--- config.mk ---
export PLATFORM = sky130hd
export DESIGN_NAME = mouse_packet_master
export DESIGN_NICKNAME = d
export VERILOG_FILES = /design/src/rtl/mouse_packet_master.sv
export SDC_FILE = /design/constraint.sdc
export NUM_CORES = 1
export LEC_CHECK = 0
export ABC_AREA = 0
export CAP_MARGIN = 20
export CORE_MARGIN = 8
export CORE_UTILIZATION = 63
export DETAILED_ROUTE_END_ITERATION = 6
export DONT_BUFFER_PORTS = 1
export PLACE_DENSITY = 0.79
export SLEW_MARGIN = 20
export SYNTH_ARGS = -nofsm -noshare
export SYNTH_HDL_FRONTEND = slang
export SYNTH_SLANG_ARGS = --single-unit
export TNS_END_PERCENT = 10
--- constraint.sdc ---
create_clock -name CLK -period 3.2 [get_ports CLK]
set_input_delay 0.16 -clock CLK [delete_from_list [all_inputs] [get_ports CLK]]
set_output_delay 0.16 -clock CLK [all_outputs]
set_load 0.03 [all_outputs]
--- src/rtl/mouse_packet_master.sv ---
// PS/2 mouse host controller: brings the mouse up and collects packets.
// Macro MOUSE_WHEEL_EN adds the wheel knock sequence and 4-byte packets.
// Ports:
//   CLK, RESET          clock and async active-high reset
//   SEND_BYTE, BYTE_TO_SEND, BYTE_SENT
//                       one-cycle transmit strobe, command byte, done strobe
//   READ_ENABLE, BYTE_READ, BYTE_ERROR_CODE, BYTE_READY
//                       receiver enable, received byte, error code, strobe
//   MOUSE_STATUS, MOUSE_DX, MOUSE_DY, MOUSE_DZ
//                       last complete packet
//   WHEEL_MODE          4-byte packets active
//   INIT_DONE           streaming active
//   INIT_FAIL           init abandoned
//   SEND_INTERRUPT      one-cycle new-packet pulse
module mouse_packet_master #(
  parameter int TIMEOUT_CYCLES = 5000000,
  parameter int MAX_RETRIES    = 3
) (
  input  logic       CLK,
  input  logic       RESET,
  output logic       SEND_BYTE,
  output logic [7:0] BYTE_TO_SEND,
  input  logic       BYTE_SENT,
  output logic       READ_ENABLE,
  input  logic [7:0] BYTE_READ,
  input  logic [1:0] BYTE_ERROR_CODE,
  input  logic       BYTE_READY,
  output logic [7:0] MOUSE_STATUS,
  output logic [7:0] MOUSE_DX,
  output logic [7:0] MOUSE_DY,
  output logic [7:0] MOUSE_DZ,
  output logic       WHEEL_MODE,
  output logic       INIT_DONE,
  output logic       INIT_FAIL,
  output logic       SEND_INTERRUPT
);

  localparam int TW = $clog2(TIMEOUT_CYCLES + 1);
  localparam int RW = $clog2(MAX_RETRIES + 1);
  localparam logic [TW-1:0] TMO_LAST = TW'(TIMEOUT_CYCLES - 1);
  localparam logic [RW-1:0] RET_LAST = RW'(MAX_RETRIES - 1);

  localparam logic [1:0] K_SEND = 2'd0;
  localparam logic [1:0] K_READ = 2'd1;
  localparam logic [1:0] K_RDID = 2'd2;
  localparam logic [1:0] K_DONE = 2'd3;

  typedef enum logic [2:0] {
    S_STEP,
    S_WSENT,
    S_READ,
    S_STREAM,
    S_FAIL
  } state_e;

  // Init program: {kind, byte}. Reads compare against byte.
  function automatic logic [9:0] step_of(input logic [4:0] i);
    logic [9:0] r;
    r = {K_DONE, 8'h00};
    case (i)
      5'd0:  r = {K_SEND, 8'hFF};
      5'd1:  r = {K_READ, 8'hFA};
      5'd2:  r = {K_READ, 8'hAA};
      5'd3:  r = {K_READ, 8'h00};
`ifdef MOUSE_WHEEL_EN
      5'd4:  r = {K_SEND, 8'hF3};
      5'd5:  r = {K_READ, 8'hFA};
      5'd6:  r = {K_SEND, 8'hC8};
      5'd7:  r = {K_READ, 8'hFA};
      5'd8:  r = {K_SEND, 8'hF3};
      5'd9:  r = {K_READ, 8'hFA};
      5'd10: r = {K_SEND, 8'h64};
      5'd11: r = {K_READ, 8'hFA};
      5'd12: r = {K_SEND, 8'hF3};
      5'd13: r = {K_READ, 8'hFA};
      5'd14: r = {K_SEND, 8'h50};
      5'd15: r = {K_READ, 8'hFA};
      5'd16: r = {K_SEND, 8'hF2};
      5'd17: r = {K_READ, 8'hFA};
      5'd18: r = {K_RDID, 8'h00};
      5'd19: r = {K_SEND, 8'hF4};
      5'd20: r = {K_READ, 8'hFA};
`else
      5'd4:  r = {K_SEND, 8'hF4};
      5'd5:  r = {K_READ, 8'hFA};
`endif
      default: r = {K_DONE, 8'h00};
    endcase
    return r;
  endfunction

  state_e        state_q;
  logic [4:0]    step_q;
  logic [TW-1:0] tmo_q;
  logic [RW-1:0] retry_q;
  logic [1:0]    idx_q;
  logic [7:0]    sh0_q, sh1_q, sh2_q;
  logic          send_q, read_en_q;
  logic [7:0]    tx_q;
  logic [7:0]    st_q, dx_q, dy_q, dz_q;
  logic          wheel_q, done_q, fail_q, irq_q;

  logic [9:0] cur;
  logic [1:0] cur_kind;
  logic [7:0] cur_val;
  logic       tmo_hit;
  logic       adv, abt, id_wheel;
  logic [1:0] last_idx;

  assign cur      = step_of(step_q);
  assign cur_kind = cur[9:8];
  assign cur_val  = cur[7:0];
  assign tmo_hit  = (tmo_q == TMO_LAST);
  assign last_idx = wheel_q ? 2'd3 : 2'd2;

  // Step outcome; a strobe wins over a coincident timeout.
  always_comb begin
    adv      = 1'b0;
    abt      = 1'b0;
    id_wheel = wheel_q;
    unique case (state_q)
      S_WSENT: begin
        if (BYTE_SENT) adv = 1'b1;
        else if (tmo_hit) abt = 1'b1;
      end
      S_READ: begin
        if (BYTE_READY) begin
          if (BYTE_ERROR_CODE != 2'b00) begin
            abt = 1'b1;
          end else if (cur_kind == K_RDID) begin
`ifdef MOUSE_WHEEL_EN
            if (BYTE_READ == 8'h03) begin
              adv      = 1'b1;
              id_wheel = 1'b1;
            end else if (BYTE_READ == 8'h00) begin
              adv      = 1'b1;
              id_wheel = 1'b0;
            end else begin
              abt = 1'b1;
            end
`else
            abt = 1'b1;
`endif
          end else if (BYTE_READ == cur_val) begin
            adv = 1'b1;
          end else begin
            abt = 1'b1;
          end
        end else if (tmo_hit) begin
          abt = 1'b1;
        end
      end
      default: ;
    endcase
  end

  always_ff @(posedge CLK or posedge RESET) begin
    if (RESET) begin
      state_q   <= S_STEP;
      step_q    <= '0;
      tmo_q     <= '0;
      retry_q   <= '0;
      idx_q     <= '0;
      sh0_q     <= '0;
      sh1_q     <= '0;
      sh2_q     <= '0;
      send_q    <= 1'b0;
      read_en_q <= 1'b0;
      tx_q      <= '0;
      st_q      <= '0;
      dx_q      <= '0;
      dy_q      <= '0;
      dz_q      <= '0;
      wheel_q   <= 1'b0;
      done_q    <= 1'b0;
      fail_q    <= 1'b0;
      irq_q     <= 1'b0;
    end else begin
      send_q <= 1'b0;
      irq_q  <= 1'b0;
      unique case (state_q)
        S_STEP: begin
          tmo_q <= '0;
          unique case (cur_kind)
            K_SEND: begin
              send_q    <= 1'b1;
              tx_q      <= cur_val;
              read_en_q <= 1'b0;
              state_q   <= S_WSENT;
            end
            K_DONE: begin
              done_q    <= 1'b1;
              read_en_q <= 1'b1;
              idx_q     <= '0;
              state_q   <= S_STREAM;
            end
            default: begin
              read_en_q <= 1'b1;
              state_q   <= S_READ;
            end
          endcase
        end
        S_WSENT, S_READ: begin
          if (adv) begin
            step_q  <= step_q + 5'd1;
            tmo_q   <= '0;
            wheel_q <= id_wheel;
            state_q <= S_STEP;
          end else if (abt) begin
            step_q    <= '0;
            tmo_q     <= '0;
            wheel_q   <= 1'b0;
            read_en_q <= 1'b0;
            if (retry_q == RET_LAST) begin
              fail_q  <= 1'b1;
              state_q <= S_FAIL;
            end else begin
              retry_q <= retry_q + 1'b1;
              state_q <= S_STEP;
            end
          end else begin
            tmo_q <= tmo_q + 1'b1;
          end
        end
        S_STREAM: begin
          if (BYTE_READY) begin
            tmo_q <= '0;
            if (BYTE_ERROR_CODE != 2'b00) begin
              idx_q <= '0;
            end else if (idx_q == 2'd0) begin
              // Byte 0 always has bit 3 set; anything else is resync noise.
              if (BYTE_READ[3]) begin
                sh0_q <= BYTE_READ;
                idx_q <= 2'd1;
              end
            end else if (idx_q == last_idx) begin
              st_q  <= sh0_q;
              dx_q  <= sh1_q;
              dy_q  <= wheel_q ? sh2_q : BYTE_READ;
              dz_q  <= wheel_q ? BYTE_READ : 8'h00;
              irq_q <= 1'b1;
              idx_q <= '0;
            end else begin
              if (idx_q == 2'd1) sh1_q <= BYTE_READ;
              else sh2_q <= BYTE_READ;
              idx_q <= idx_q + 2'd1;
            end
          end else if (idx_q != 2'd0) begin
            if (tmo_hit) idx_q <= '0;
            else tmo_q <= tmo_q + 1'b1;
          end
        end
        S_FAIL: begin
          read_en_q <= 1'b0;
        end
        default: state_q <= S_STEP;
      endcase
    end
  end

  assign SEND_BYTE      = send_q;
  assign BYTE_TO_SEND   = tx_q;
  assign READ_ENABLE    = read_en_q;
  assign MOUSE_STATUS   = st_q;
  assign MOUSE_DX       = dx_q;
  assign MOUSE_DY       = dy_q;
  assign MOUSE_DZ       = dz_q;
  assign WHEEL_MODE     = wheel_q;
  assign INIT_DONE      = done_q;
  assign INIT_FAIL      = fail_q;
  assign SEND_INTERRUPT = irq_q;

endmodule

# Yosys cells after proc, flatten, opt, wreduce, memory -nomap -nowiden
# Cells that the tools add are included.
# totals
in_bits	14
out_inout_bits	46
register_bits	88
elab_cells	122
# op_classes
muxes	47
n_eq_ne	24
bitwise	6
reduce_logical	25
addsub	4
# op_table
op	count
23-bit 2-to-1 mux	5
23-bit case mux with 3 select lines	1
10-bit case mux with 5 select lines	1
23-bit by 1-bit adder with 23-bit output, second input constant	1
23-bit == test, second input constant	1
1-bit 2-to-1 mux	21
2-bit 2-to-1 mux	8
5-bit AND reduction	3
3-bit inequality test, second input constant	4
5-bit by 2-bit == test with 1-bit output, second input constant	2
5-bit by 3-bit == test with 1-bit output, second input constant	2
5-bit 2-to-1 mux	2
3-bit 2-to-1 mux	3
3-bit case mux with 3 select lines	1
2-bit == test, second input constant	4
8-bit == test	1
2-bit case mux with 2 select lines	2
2-bit AND reduction	4
4-bit AND reduction	2
2-bit nonzero test	4
3-bit by 2-bit == test with 1-bit output, second input constant	2
1-bit inverter	6
3-bit AND reduction	2
6-bit AND reduction	1
16 further kinds	23

# Longest topological paths before layout
# Gate-level depths: netlist of the first run.
# logic_depth
depth_word	12
ltp_mapped	8
depth_no_buf	8

# Worst setup path after synthesis of the first run
# Ideal clock, no wire load.
# synth_timing
path_kind	register to register
from	reg step_q[1]
to	reg step_q[4]
t_required_ns	3.118
slack_ns	0.756
arrival_time_ns	2.363
stages_incl_launch_ff	9
n_path_buf	0
setup_time_ns	0.082
period_less_slack_ns	2.444
cell_sequence	dfrtp_1 inv_1 ha_1 or3_1 a311o_1 a221oi_2 nand4_2 or3_1 a31oi_1
# synth_via
elab_chain_len	11
elab_cells_between_ends	24
cone_classes	add/sub (1); eq/ne (7); mux (12); reduce/logical (4)
# synth_rtl
item	line	text
start, declared	93	logic [4:0] step_q;
start signal, assigned	205	step_q <= step_q + 5'd1;
5-bit by 3-bit == test with 1-bit output or 5-bit by 1-bit == test with 1-bit output (tied branches)	60	case (i)
2-bit OR reduction (no source line)	-	
10-bit case mux with 5 select lines	60	
8-bit == test	144	end else if (BYTE_READ == cur_val) begin
1-bit 2-to-1 mux	144	
1-bit 2-to-1 mux	130	end else if (cur_kind == K_RDID) begin
1-bit 2-to-1 mux	128	if (BYTE_ERROR_CODE != 2'b00) begin
1-bit 2-to-1 mux	127	if (BYTE_READY) begin
1-bit case mux with 2 select lines	121	unique case (state_q)
2-bit nonzero test (no source line)	-	
2-bit AND reduction (no source line)	-	
# Several ways; a longest one is shown, not always the timed one.
# A chain may end at the register's enable or synchronous reset.

==> run_summary.xml, run 1 <==
<?xml version="1.0" encoding="UTF-8"?>
<metrics>
  <group name="critical_path">
    <metric name="critical_path.max_fanout" unit="">9</metric>
    <metric name="worst-endpoint-arrival" unit="ns">3.05</metric>
    <metric name="crit_slowest_cell" unit="">nor4_4</metric>
    <metric name="worst_setup_path_start_kind" unit="">flop</metric>
    <metric name="rrSetupSlack" unit="ns">0.40</metric>
    <metric name="path_buf_inv" unit="">1</metric>
    <metric name="end_kind" unit="">flop</metric>
    <metric name="slowest_delay" unit="ns">0.53</metric>
    <metric name="worst-endpoint-required" unit="ns">3.45</metric>
    <metric name="crit_type" unit="">reg2reg</metric>
    <metric name="path_cells" unit="">inv_1 &gt; ha_1 &gt; o21ba_2 &gt; o21ai_0 &gt; nand3_1 &gt; o21a_1 &gt; nor4_4 &gt; mux2_2</metric>
    <metric name="cell_type_group_with_the_largest_total_delay_on_the_critical_path" unit="">compound AO/OA/AOI/OAI gates</metric>
  </group>
  <group name="sta">
    <metric name="hold_violation_total_from_the_final_report" unit="">0</metric>
    <metric name="report.final.slew_viol_count" unit="">0</metric>
    <metric name="rsz0062_at_grt" unit="">no</metric>
    <metric name="final.min_clock_period" unit="ns">2.80</metric>
    <metric name="fmaxAchievable" unit="MHz">357</metric>
    <metric name="worst_clock_skew" unit="ns">0.0111</metric>
    <metric name="final_setup_violation_count" unit="">0</metric>
    <metric name="timing_worst_slew_pin_value" unit="ns">0.741</metric>
    <metric name="setup_tns" unit="ns">0</metric>
    <metric name="fin_worst_hold_slack" unit="ns">0.149</metric>
    <metric name="min_period_over_period" unit="%">87.6</metric>
    <metric name="timing.slew.headroom" unit="%">50.1</metric>
  </group>
  <group name="power">
    <metric name="power_frac_comb" unit="%">28.0</metric>
    <metric name="power_density" unit="nW/um^2">713</metric>
    <metric name="netSwitchingFraction" unit="%">39.3</metric>
    <metric name="pwr-share-clk" unit="%">24.9</metric>
    <metric name="netSwitchingPower" unit="uW">1330</metric>
    <metric name="worst_ir_drop_vdd" unit="V">0.000444</metric>
    <metric name="intPower" unit="uW">2060</metric>
    <metric name="sequentialPowerShare" unit="%">47.1</metric>
    <metric name="static-leakage-power" unit="uW">0.00211</metric>
  </group>
  <group name="placement">
    <metric name="place.gp.congestion" unit="">0.858</metric>
    <metric name="placement.io_buffers" unit="">0</metric>
    <metric name="post-dp-hpwl" unit="mm">6.58</metric>
  </group>
  <group name="cts">
    <metric name="max-clock-path-buffers" unit="">2</metric>
    <metric name="postCtsSetupRepairBufs" unit="">0</metric>
    <metric name="cts_buffers" unit="">9</metric>
    <metric name="worst_skew_pair.late_latency" unit="ns">0.35</metric>
    <metric name="cts_root_buffer" unit="">clkbuf_8</metric>
    <metric name="cts-htree-levels" unit="">3</metric>
    <metric name="cts_tree" unit="">done</metric>
    <metric name="path_clk_slew" unit="ns">0.09</metric>
    <metric name="cts.repair.resized" unit="">0</metric>
    <metric name="cts.sink_count" unit="">85</metric>
    <metric name="cts.hold.buffers_added" unit="">9</metric>
  </group>
  <group name="die">
    <metric name="initial_utilization" unit="%">64.7</metric>
    <metric name="core_area" unit="um^2">6790</metric>
    <metric name="die_x" unit="um">99.6</metric>
    <metric name="floorplan.io_pins" unit="">60</metric>
    <metric name="rows" unit="">30</metric>
    <metric name="die_height" unit="um">99.6</metric>
    <metric name="dieArea" unit="um^2">9910</metric>
  </group>
  <group name="synthesis">
    <metric name="synth-xor-area-share" unit="%">0.199</metric>
    <metric name="post_synth_instance_area" unit="um^2">4400</metric>
    <metric name="ys_ff_latch" unit="">85</metric>
    <metric name="yosys-mux-area-fraction" unit="%">10.4</metric>
    <metric name="synth-compound-area-share" unit="%">14.0</metric>
    <metric name="synth_async_sr_flop_share" unit="%">100</metric>
    <metric name="yosys.cell_types.count" unit="">59</metric>
    <metric name="per_instance_average_area_after_synthesis" unit="um^2">10.4</metric>
    <metric name="synth_fa_ha_area_share" unit="%">1.71</metric>
    <metric name="synth_sequential_area_ratio" unit="%">48.4</metric>
    <metric name="synthesis.instances" unit="">421</metric>
    <metric name="synthFlopType" unit="">dfrtp_1</metric>
    <metric name="synth-warning-count" unit="">0</metric>
    <metric name="synth_enable_flop_cells" unit="">0</metric>
    <metric name="synth-simple-area-share" unit="%">20.2</metric>
    <metric name="synth_top_family_by_area" unit="">simple AND/OR/NAND/NOR gates</metric>
  </group>
  <group name="layout">
    <metric name="filler_cell_count" unit="">515</metric>
    <metric name="regArea" unit="um^2">2130</metric>
    <metric name="insertedDiodeCount" unit="">0</metric>
    <metric name="syn2layout_area_growth" unit="%">8.02</metric>
    <metric name="final_layout_size_suffix_gt1_share" unit="%">18.4</metric>
    <metric name="final_nets" unit="">446</metric>
    <metric name="multi_input_area" unit="um^2">2090</metric>
  </group>
  <group name="route">
    <metric name="dr.pass1.iters" unit="">6</metric>
    <metric name="drt_drc_violations_left" unit="">1</metric>
    <metric name="detail_route.vias_per_cell" unit="">6.39</metric>
    <metric name="detail-route-antenna-nets" unit="">0</metric>
    <metric name="drt-wirelength-per-cell" unit="um">18.3</metric>
    <metric name="detailroute.via_count" unit="">3359</metric>
    <metric name="postRouteWirelength" unit="mm">9.64</metric>
    <metric name="drt_iter0_drc" unit="">366</metric>
  </group>
  <group name="global_routing">
    <metric name="wire_length_of_the_first_global_routing_pass" unit="mm">16.3</metric>
    <metric name="number_of_antenna_violations_at_the_first_check_in_global_routing" unit="">0</metric>
    <metric name="gr-total-overflow" unit="">0</metric>
    <metric name="grtUsageTotal" unit="%">20.3</metric>
    <metric name="grt_start_max_net_pins" unit="">37</metric>
    <metric name="first_global_vias" unit="">3257</metric>
  </group>
  <group name="worst_hold_path">
    <metric name="timing.hold.worst.class" unit="">in2reg</metric>
  </group>
  <group name="run">
    <metric name="cap_violations" unit="">0</metric>
  </group>
  <group name="run_status">
    <metric name="failing_checks" unit="">DRC</metric>
    <metric name="outcome" unit="">complete, but fails checks</metric>
  </group>
</metrics>
-- metrics by stage --
step,util (%),instances,power [uW],setup WS [ns],area [um^2]
floorplan,-,429,2330,0.756,4430
global placement,65.3,502,2490,0.565,4440
detailed placement,65.3,502,2530,0.499,4440
CTS,69.9,526,3390,0.435,4750
global route,69.9,526,3570,0.204,4750
finish,69.9,526,3390,0.397,4750
-- sequential cells by signal, indices dropped and copies added, names as in the netlist --
register / cells
INIT_DONE: 1
sh1_q: 8
SEND_INTERRUPT: 1
sh0_q: 8
state_q: 3
INIT_FAIL: 1
idx_q: 2
step_q: 5
MOUSE_DY: 8
retry_q: 2
MOUSE_DX: 8
tmo_q: 23
SEND_BYTE: 1
MOUSE_STATUS: 8
BYTE_TO_SEND: 5
READ_ENABLE: 1
-- power groups by stage --
stage	clock [uW]	combinational [uW]	sequential (uW)
2_1_floorplan	0	847	1480
3_3_place_gp	0	893	1600
3_5_place_dp	0	914	1610
4_1_cts	858	942	1590
5_1_grt	898	1040	1630
6_report	843	950	1590
-- cell families after synthesis --
| logic type | Yosys count |
|---|---|
| fa+ha+maj | 6 |
| simple gates | 155 |
| mux | 41 |
| other cells | 1 |
| buf+inv | 44 |
| flops | 85 |
| compound gates | 88 |
| xor+xnor | 1 |
-- final timing paths --
check,start,end,cells after the start
min,BYTE_READY,state_q[1],3
min reg2reg,retry_q[0],retry_q[0],1
max,step_q[0],sh0_q[1],8
max in group asynchronous,RESET,state_q[0],3
max reg2reg,step_q[0],sh0_q[1],8
min in group asynchronous,RESET,tmo_q[12],2
-- area by class of cell --
| class | count | share of cell area [%] |
|---|---|---|
| multi-input combinational | 300 | 44.0 |
| clock buffer | 9 | 2.61 |
| timing repair buffer | 15 | 2.84 |
| sequential | 85 | 44.8 |
| clock inverter | 6 | 2.05 |
| tap | 96 | 2.53 |
| inverter | 15 | 1.21 |
-- worst min-delay path: cells and delay by family --
family,cells,cell delay (ns)
AO/OA/AOI/OAI,3,0.30
-- cells in the final DEF, fill, tap and decap left out, types with 3 or more instances in the layout --
master	netlist	final
or2_2	7	7
o22ai_1	3	3
a31oi_1	10	10
clkinv_4	0	3
nor4_1	4	4
a21o_1	3	3
and3_1	5	5
clkbuf_8	0	9
nand4_1	8	8
buf_4	12	6
inv_1	15	14
nand2b_1	7	7
a21oi_1	11	11
dlygate4sd3_1	0	9
nor2_1	26	26
o21a_1	3	3
o21ai_0	12	12
nand2_1	26	26
nor3_1	6	6
conb_1	1	9
and2_1	9	9
o31ai_1	15	15
dfrtp_1	85	85
a22oi_1	16	16
nand3_1	27	27
ha_1	6	6
mux2_2	38	38
or3_1	7	7
and4_1	6	6
-- Yosys cell counts (3+ instances only) --
library cell   n  area share [%]
a21o_1         3            0.51
a21oi_1       11             1.3
a22oi_1       16             2.7
a31oi_1       10             1.4
and2_1         9             1.3
and3_1         5            0.71
and4_1         6             1.2
buf_2          5            0.57
buf_4         12             2.0
clkbuf_1      11            0.94
dfrtp_1       85              48
ha_1           6             1.7
inv_1         15             1.3
mux2_2        38             9.7
nand2_1       26             2.2
nand2b_1       7             1.0
nand3_1       27             3.1
nand4_1        8             1.1
nor2_1        26             2.2
nor3_1         6            0.68
nor4_1         4            0.57
o21a_1         3            0.51
o21ai_0       12             1.4
o22ai_1        3            0.43
o31ai_1       15             2.6
or2_2          7             1.0
or3_1          7             1.0
-- layer usage --
layer,share of wire [%],track usage [%],up-vias
met1,45,27.5,1682
met4,1.8,8.03,0
met3,7.2,4.68,14
met5,0,0,-
li1,-,-,1547
met2,45,30.6,116
Power figures use the tool's default switching activity.
==> run 2: changes to the inputs <==
==> constraint.sdc (replaced) <==
create_clock -name CLK -period 3.2 [get_ports CLK]
set_input_delay 0.32 -clock CLK [delete_from_list [all_inputs] [get_ports CLK]]
set_output_delay 0.32 -clock CLK [all_outputs]
set_load 0.03 [all_outputs]
==> run 2 against run 1 <==
Effect of this change: the run now ends clean; clock skew grew 0.0032 ns; clock power grew 1%; register-to-register slack improved by 0.04 ns; worst hold slack worse by 0.056 ns; global-route usage fell by 0.20 points; routed wire length shrank 1.6%; power is 0.19% lower; die area unchanged; non-clock buffer count down 8; clock-buffer cell count unchanged.
==> run_summary.xml, run 2 (same netlist as run 1, synthesis figures left out) <==
<?xml version="1.0" encoding="UTF-8"?>
<metrics>
  <group name="route">
    <metric name="drt-wirelength-per-cell" unit="um">18.3</metric>
    <metric name="detailroute.via_count" unit="">3314</metric>
    <metric name="dr.pass1.iters" unit="">4</metric>
    <metric name="drt_drc_violations_left" unit="">0</metric>
    <metric name="postRouteWirelength" unit="mm">9.48</metric>
    <metric name="detail-route-antenna-nets" unit="">0</metric>
    <metric name="drt_iter0_drc" unit="">231</metric>
    <metric name="detail_route.vias_per_cell" unit="">6.40</metric>
  </group>
  <group name="cts">
    <metric name="path_clk_slew" unit="ns">0.09</metric>
    <metric name="cts_buffers" unit="">9</metric>
    <metric name="cts_root_buffer" unit="">clkbuf_8</metric>
    <metric name="postCtsSetupRepairBufs" unit="">0</metric>
    <metric name="cts-htree-levels" unit="">3</metric>
    <metric name="cts_tree" unit="">done</metric>
    <metric name="max-clock-path-buffers" unit="">2</metric>
    <metric name="cts.sink_count" unit="">85</metric>
    <metric name="worst_skew_pair.late_latency" unit="ns">0.37</metric>
  </group>
  <group name="power">
    <metric name="worst_ir_drop_vdd" unit="V">0.000442</metric>
    <metric name="power_density" unit="nW/um^2">724</metric>
    <metric name="static-leakage-power" unit="uW">0.00207</metric>
  </group>
  <group name="global_routing">
    <metric name="first_global_vias" unit="">3196</metric>
    <metric name="grtUsageTotal" unit="%">20.1</metric>
    <metric name="gr-total-overflow" unit="">0</metric>
    <metric name="wire_length_of_the_first_global_routing_pass" unit="mm">16.0</metric>
    <metric name="grt_start_max_net_pins" unit="">50</metric>
    <metric name="number_of_antenna_violations_at_the_first_check_in_global_routing" unit="">0</metric>
  </group>
  <group name="die">
    <metric name="die_height" unit="um">99.6</metric>
    <metric name="core_area" unit="um^2">6790</metric>
    <metric name="initial_utilization" unit="%">64.7</metric>
    <metric name="rows" unit="">30</metric>
    <metric name="dieArea" unit="um^2">9910</metric>
    <metric name="die_x" unit="um">99.6</metric>
    <metric name="floorplan.io_pins" unit="">60</metric>
  </group>
  <group name="critical_path">
    <metric name="worst_r2r_endpoint" unit="">sh0_q[4]</metric>
    <metric name="rrSetupSlack" unit="ns">0.43</metric>
    <metric name="crit_type" unit="">reg2reg</metric>
    <metric name="end_kind" unit="">flop</metric>
    <metric name="crit_path_start" unit="">step_q[0]</metric>
    <metric name="worst-endpoint-arrival" unit="ns">3.02</metric>
    <metric name="critPathCapture" unit="">sh0_q[4]</metric>
    <metric name="critical_path.max_fanout" unit="">9</metric>
    <metric name="worst-endpoint-required" unit="ns">3.45</metric>
    <metric name="reg_to_reg_start" unit="">step_q[0]</metric>
    <metric name="r2r.worst_path.cells" unit="">8</metric>
    <metric name="worst_setup_path_start_kind" unit="">flop</metric>
  </group>
  <group name="sta">
    <metric name="timing_worst_slew_pin_value" unit="ns">0.824</metric>
    <metric name="fmaxAchievable" unit="MHz">361</metric>
    <metric name="final.min_clock_period" unit="ns">2.77</metric>
    <metric name="setup_tns" unit="ns">0</metric>
    <metric name="fin_worst_hold_slack" unit="ns">0.0938</metric>
    <metric name="final_setup_violation_count" unit="">0</metric>
    <metric name="rsz0062_at_grt" unit="">no</metric>
    <metric name="hold_violation_total_from_the_final_report" unit="">0</metric>
    <metric name="timing.slew.headroom" unit="%">45.0</metric>
    <metric name="worst_clock_skew" unit="ns">0.0143</metric>
    <metric name="report.final.slew_viol_count" unit="">0</metric>
    <metric name="min_period_over_period" unit="%">86.5</metric>
  </group>
  <group name="run_status">
    <metric name="outcome" unit="">finished, final reports clean</metric>
  </group>
  <group name="placement">
    <metric name="post-dp-hpwl" unit="mm">6.54</metric>
    <metric name="place.gp.congestion" unit="">0.855</metric>
    <metric name="placement.io_buffers" unit="">0</metric>
  </group>
  <group name="layout">
    <metric name="syn2layout_area_growth" unit="%">6.17</metric>
    <metric name="mostFrequentLayoutCell" unit="">dfrtp_1</metric>
    <metric name="layout_common_cells" unit="">dfrtp_1 (85), mux2_2 (38), nand3_1 (27)</metric>
    <metric name="utilization" unit="%">68.7</metric>
    <metric name="largest-register" unit="">tmo_q</metric>
    <metric name="final_nets" unit="">438</metric>
    <metric name="insertedDiodeCount" unit="">0</metric>
    <metric name="final_layout_size_suffix_gt1_share" unit="%">18.7</metric>
    <metric name="largest_register_ffs" unit="">23</metric>
  </group>
  <group name="run">
    <metric name="cap_violations" unit="">0</metric>
  </group>
  <group name="worst_hold_path">
    <metric name="timing.hold.worst_path_depth" unit="">1</metric>
    <metric name="timing.hold.worst.class" unit="">in2reg</metric>
  </group>
</metrics>
==> run 2: changes by cell type in the layout (fill, tap and decap cells not counted), sizes merged <==
cell | before | now
dlygate4sd3 | 9 | 1
clkinvlp | 0 | 1
inv | 15 | 16
clkinv | 4 | 2
==> run 2: metrics by stage <==
stage          cell area [um^2]  setup slack [ns]  instances  total power, uW
2_1_floorplan              4430             0.687        429             2330
3_3_place_gp               4440             0.559        502             2500
5_1_grt                    4670             0.210        518             3580
6_report                   4670             0.433        518             3380
4_1_cts                    4670             0.454        518             3390
3_5_place_dp               4440             0.481        502             2530
==> run 2: where the power goes <==
part / total, uW / leakage, uW / switching [uW] / internal [uW]
clock: 853 / 0.000108 / 409 / 445
combinational: 934 / 0.000832 / 588 / 346
sequential: 1590 / 0.00113 / 334 / 1260
total: 3380 / 0.00207 / 1330 / 2050
==> run 2: what timing repair did <==
item / CTS / global route
gates resized for setup: 0 / 0
hold buffers: 1 / 0
endpoints found under the hold margin: 11 / 0
==> run 2: worst max-delay path: stages (launching register included) <==
cell	delay, ns
dfrtp_1	0.40
inv_1	0.11
ha_1	0.24
o21ba_2	0.21
o21ai_0	0.32
nand3_1	0.23
o21a_1	0.21
nor4_4	0.51
mux2_2	0.41
==> run 2: worst min path at each step <==
stage                            start               to  slack (ns)
final                     BYTE_READ[6]         sh0_q[6]        0.09
after CTS                 BYTE_READ[6]         sh0_q[6]        0.08
after detailed placement         RESET  BYTE_TO_SEND[5]        0.39
after global routing      BYTE_READ[5]         sh1_q[5]        0.08
after floorplan               sh0_q[3]         sh0_q[3]        0.43
after global placement           RESET  BYTE_TO_SEND[6]        0.39
==> run 2: final cells by class <==
cell class,instances,area (um^2)
clock inverter,6,96.3
tap,96,120
fill,518,2120
clock buffer,9,124
timing repair buffer,7,55.1
inverter,15,57.6
multi-input combinational,300,2090
sequential,85,2130
==> run 2: routing by layer <==
| metal | vias up | wire length, um | global-route usage [%] |
|---|---|---|---|
| li1 | 1521 | - | - |
| met4 | 0 | 226 | 9.78 |
| met5 | - | 0 | 0 |
| met2 | 134 | 4330 | 30.3 |
| met3 | 22 | 677 | 5.17 |
| met1 | 1637 | 4250 | 26.3 |
==> run 3: changes to the inputs <==
--- a/config.mk
+++ b/config.mk
@@ -7,6 +7,7 @@
 export LEC_CHECK = 0
 export ABC_AREA = 0
 export CAP_MARGIN = 20
+export CORE_ASPECT_RATIO = 1.25
 export CORE_MARGIN = 8
 export CORE_UTILIZATION = 63
 export DETAILED_ROUTE_END_ITERATION = 6
==> run 3 against run 2 <==
Effect of this change: utilization shrank 0.74 points; routed wire length is 2.5% higher; sequential share of layout area increased by 0.12 points; flip-flop and latch count stayed put; register-to-register slack better by 0.02 ns; clock power shrank 8.4%; clock skew is 0.0057 ns lower; die area up 0.17%; global-route usage increased by 0.52 points; non-clock buffer count rose by 1; worst hold slack improved by 0.0059 ns; first-iteration DRC count rose by 4.8%; critical path type unchanged; largest power group unchanged.
==> run_summary.xml, run 3 (same netlist as run 1, synthesis figures left out) <==
<?xml version="1.0" encoding="UTF-8"?>
<metrics>
  <group name="cts">
    <metric name="cts_tree" unit="">done</metric>
    <metric name="cts.repair.resized" unit="">0</metric>
    <metric name="cts.sink_count" unit="">85</metric>
    <metric name="cts.hold.buffers_added" unit="">1</metric>
    <metric name="max-clock-path-buffers" unit="">2</metric>
    <metric name="cts-htree-levels" unit="">3</metric>
    <metric name="cts_buffers" unit="">9</metric>
    <metric name="cts_root_buffer" unit="">clkbuf_8</metric>
    <metric name="postCtsSetupRepairBufs" unit="">0</metric>
    <metric name="path_clk_slew" unit="ns">0.09</metric>
    <metric name="worst_skew_pair.late_latency" unit="ns">0.35</metric>
  </group>
  <group name="placement">
    <metric name="placement.io_buffers" unit="">0</metric>
    <metric name="place.gp.congestion" unit="">0.939</metric>
    <metric name="dp_slack" unit="ns">0.510</metric>
    <metric name="post-dp-hpwl" unit="mm">6.83</metric>
    <metric name="detailed_place.area" unit="um^2">4440</metric>
  </group>
  <group name="global_routing">
    <metric name="first_global_vias" unit="">3306</metric>
    <metric name="wire_length_of_the_first_global_routing_pass" unit="mm">16.6</metric>
    <metric name="number_of_antenna_violations_at_the_first_check_in_global_routing" unit="">0</metric>
    <metric name="grt_start_max_net_pins" unit="">39</metric>
    <metric name="gr-total-overflow" unit="">0</metric>
    <metric name="grtUsageTotal" unit="%">20.6</metric>
  </group>
  <group name="layout">
    <metric name="mostFrequentLayoutCell" unit="">dfrtp_1</metric>
    <metric name="insertedDiodeCount" unit="">0</metric>
    <metric name="syn2layout_area_growth" unit="%">5.89</metric>
    <metric name="layout_common_cells" unit="">dfrtp_1 (85), mux2_2 (38), nand3_1 (27)</metric>
    <metric name="largest-register" unit="">tmo_q</metric>
    <metric name="final_layout_size_suffix_gt1_share" unit="%">19.1</metric>
    <metric name="final_nets" unit="">439</metric>
    <metric name="layout.cell_area.non_filler" unit="um^2">4660</metric>
    <metric name="largest_register_ffs" unit="">23</metric>
  </group>
  <group name="power">
    <metric name="netSwitchingFraction" unit="%">39.9</metric>
    <metric name="worst_ir_drop_vdd" unit="V">0.000416</metric>
    <metric name="totalPowerFinal" unit="uW">3310</metric>
    <metric name="sequentialPowerShare" unit="%">48.1</metric>
    <metric name="static-leakage-power" unit="uW">0.00207</metric>
    <metric name="power_density" unit="nW/um^2">711</metric>
    <metric name="intPower" unit="uW">1990</metric>
    <metric name="pwr-share-clk" unit="%">23.6</metric>
    <metric name="power_frac_comb" unit="%">28.3</metric>
    <metric name="netSwitchingPower" unit="uW">1320</metric>
  </group>
  <group name="sta">
    <metric name="min_period_over_period" unit="%">85.7</metric>
    <metric name="setup_tns" unit="ns">0</metric>
    <metric name="worst_clock_skew" unit="ns">0.00859</metric>
    <metric name="hold_violation_total_from_the_final_report" unit="">0</metric>
    <metric name="fmaxAchievable" unit="MHz">365</metric>
    <metric name="timing.slew.headroom" unit="%">52.1</metric>
    <metric name="fin_worst_hold_slack" unit="ns">0.0997</metric>
    <metric name="final_setup_violation_count" unit="">0</metric>
    <metric name="timing.final.ws_setup" unit="ns">0.457</metric>
    <metric name="report.final.slew_viol_count" unit="">0</metric>
    <metric name="final.min_clock_period" unit="ns">2.74</metric>
    <metric name="timing_worst_slew_pin_value" unit="ns">0.713</metric>
    <metric name="rsz0062_at_grt" unit="">no</metric>
  </group>
  <group name="route">
    <metric name="postRouteWirelength" unit="mm">9.72</metric>
    <metric name="drt_drc_violations_left" unit="">0</metric>
    <metric name="detail_route.vias_per_cell" unit="">6.30</metric>
    <metric name="drt_iter0_drc" unit="">242</metric>
    <metric name="detailroute.via_count" unit="">3237</metric>
    <metric name="drt-wirelength-per-cell" unit="um">18.9</metric>
    <metric name="dr.pass1.iters" unit="">4</metric>
    <metric name="detail-route-antenna-nets" unit="">0</metric>
  </group>
  <group name="run_status">
    <metric name="outcome" unit="">finished, final reports clean</metric>
  </group>
  <group name="critical_path">
    <metric name="worst-endpoint-required" unit="ns">3.47</metric>
    <metric name="worst-endpoint-arrival" unit="ns">3.02</metric>
    <metric name="worst_setup_path_start_kind" unit="">flop</metric>
    <metric name="crit_type" unit="">reg2reg</metric>
    <metric name="end_kind" unit="">flop</metric>
    <metric name="critical_path.max_fanout" unit="">5</metric>
  </group>
  <group name="die">
    <metric name="dieArea" unit="um^2">9930</metric>
    <metric name="rows" unit="">34</metric>
    <metric name="initial_utilization" unit="%">64.2</metric>
    <metric name="die_height" unit="um">109</metric>
    <metric name="die_x" unit="um">90.7</metric>
    <metric name="floorplan.io_pins" unit="">60</metric>
    <metric name="core_area" unit="um^2">6850</metric>
  </group>
  <group name="worst_hold_path">
    <metric name="timing.hold.worst.class" unit="">in2reg</metric>
  </group>
  <group name="run">
    <metric name="cap_violations" unit="">0</metric>
  </group>
</metrics>
-- run 3: cell count changes in the layout (fill, tap and decap cells not counted) --
cell / previous run / this run
clkinvlp_4: 1 / 3
buf_4: 6 / 7
bufinv_16: 2 / 1
clkbuf_8: 9 / 10
clkinv_4: 1 / 0
inv_6: 1 / 2
inv_8: 1 / 0
-- run 3: worst max-delay path, cell delays in order, from the launching register on --
cell and delay, ns:
dfrtp_1 0.40, inv_1 0.11, ha_1 0.25, or3_1 0.41, a311o_1 0.35, a221oi_2 0.37, nand4_2 0.21, or3_1 0.39
a31oi_1 0.16
-- run 3: power by group through the flow --
stage	logic, uW	clock network [uW]	registers, uW
3_3_place_gp	909	0	1600
6_report	938	781	1590
4_1_cts	936	799	1590
5_1_grt	1050	841	1630
3_5_place_dp	929	0	1610
2_1_floorplan	847	0	1480
-- run 3: cell type report --
cell class	instances	area, um^2
timing repair buffer	8	62.6
multi-input combinational	300	2090
inverter	15	57.6
clock inverter	6	70.1
clock buffer	10	138
fill	519	2190
sequential	85	2130
tap	90	113
-- run 3: per-stage QoR --
stage,util [%],std cells
floorplan,-,429
global placement,64.8,497
detailed placement,64.8,497
CTS,68.0,514
global route,68.0,514
finish,68.0,514
-- run 3: routing by layer --
layer,vias up,global-route usage [%],part of all wire [%]
met4,0,8.82,1.7
li1,1521,-,-
met1,1610,23.9,41
met2,94,35.4,51
met5,-,0,0
met3,12,5.74,5.9
-- run 3: final timing paths --
| path | start | cells after the start | slack [ns] | to |
|---|---|---|---|---|
| max | step_q[1] | 8 | 0.46 | step_q[4] |
| min | BYTE_READ[6] | 1 | 0.1 | sh0_q[6] |
| max reg2reg | step_q[1] | 8 | 0.46 | step_q[4] |
| max in group asynchronous | RESET | 3 | 1.97 | MOUSE_DX[1] |
| min in group asynchronous | RESET | 2 | 0.41 | sh1_q[0] |
| min reg2reg | retry_q[0] | 1 | 0.49 | retry_q[0] |
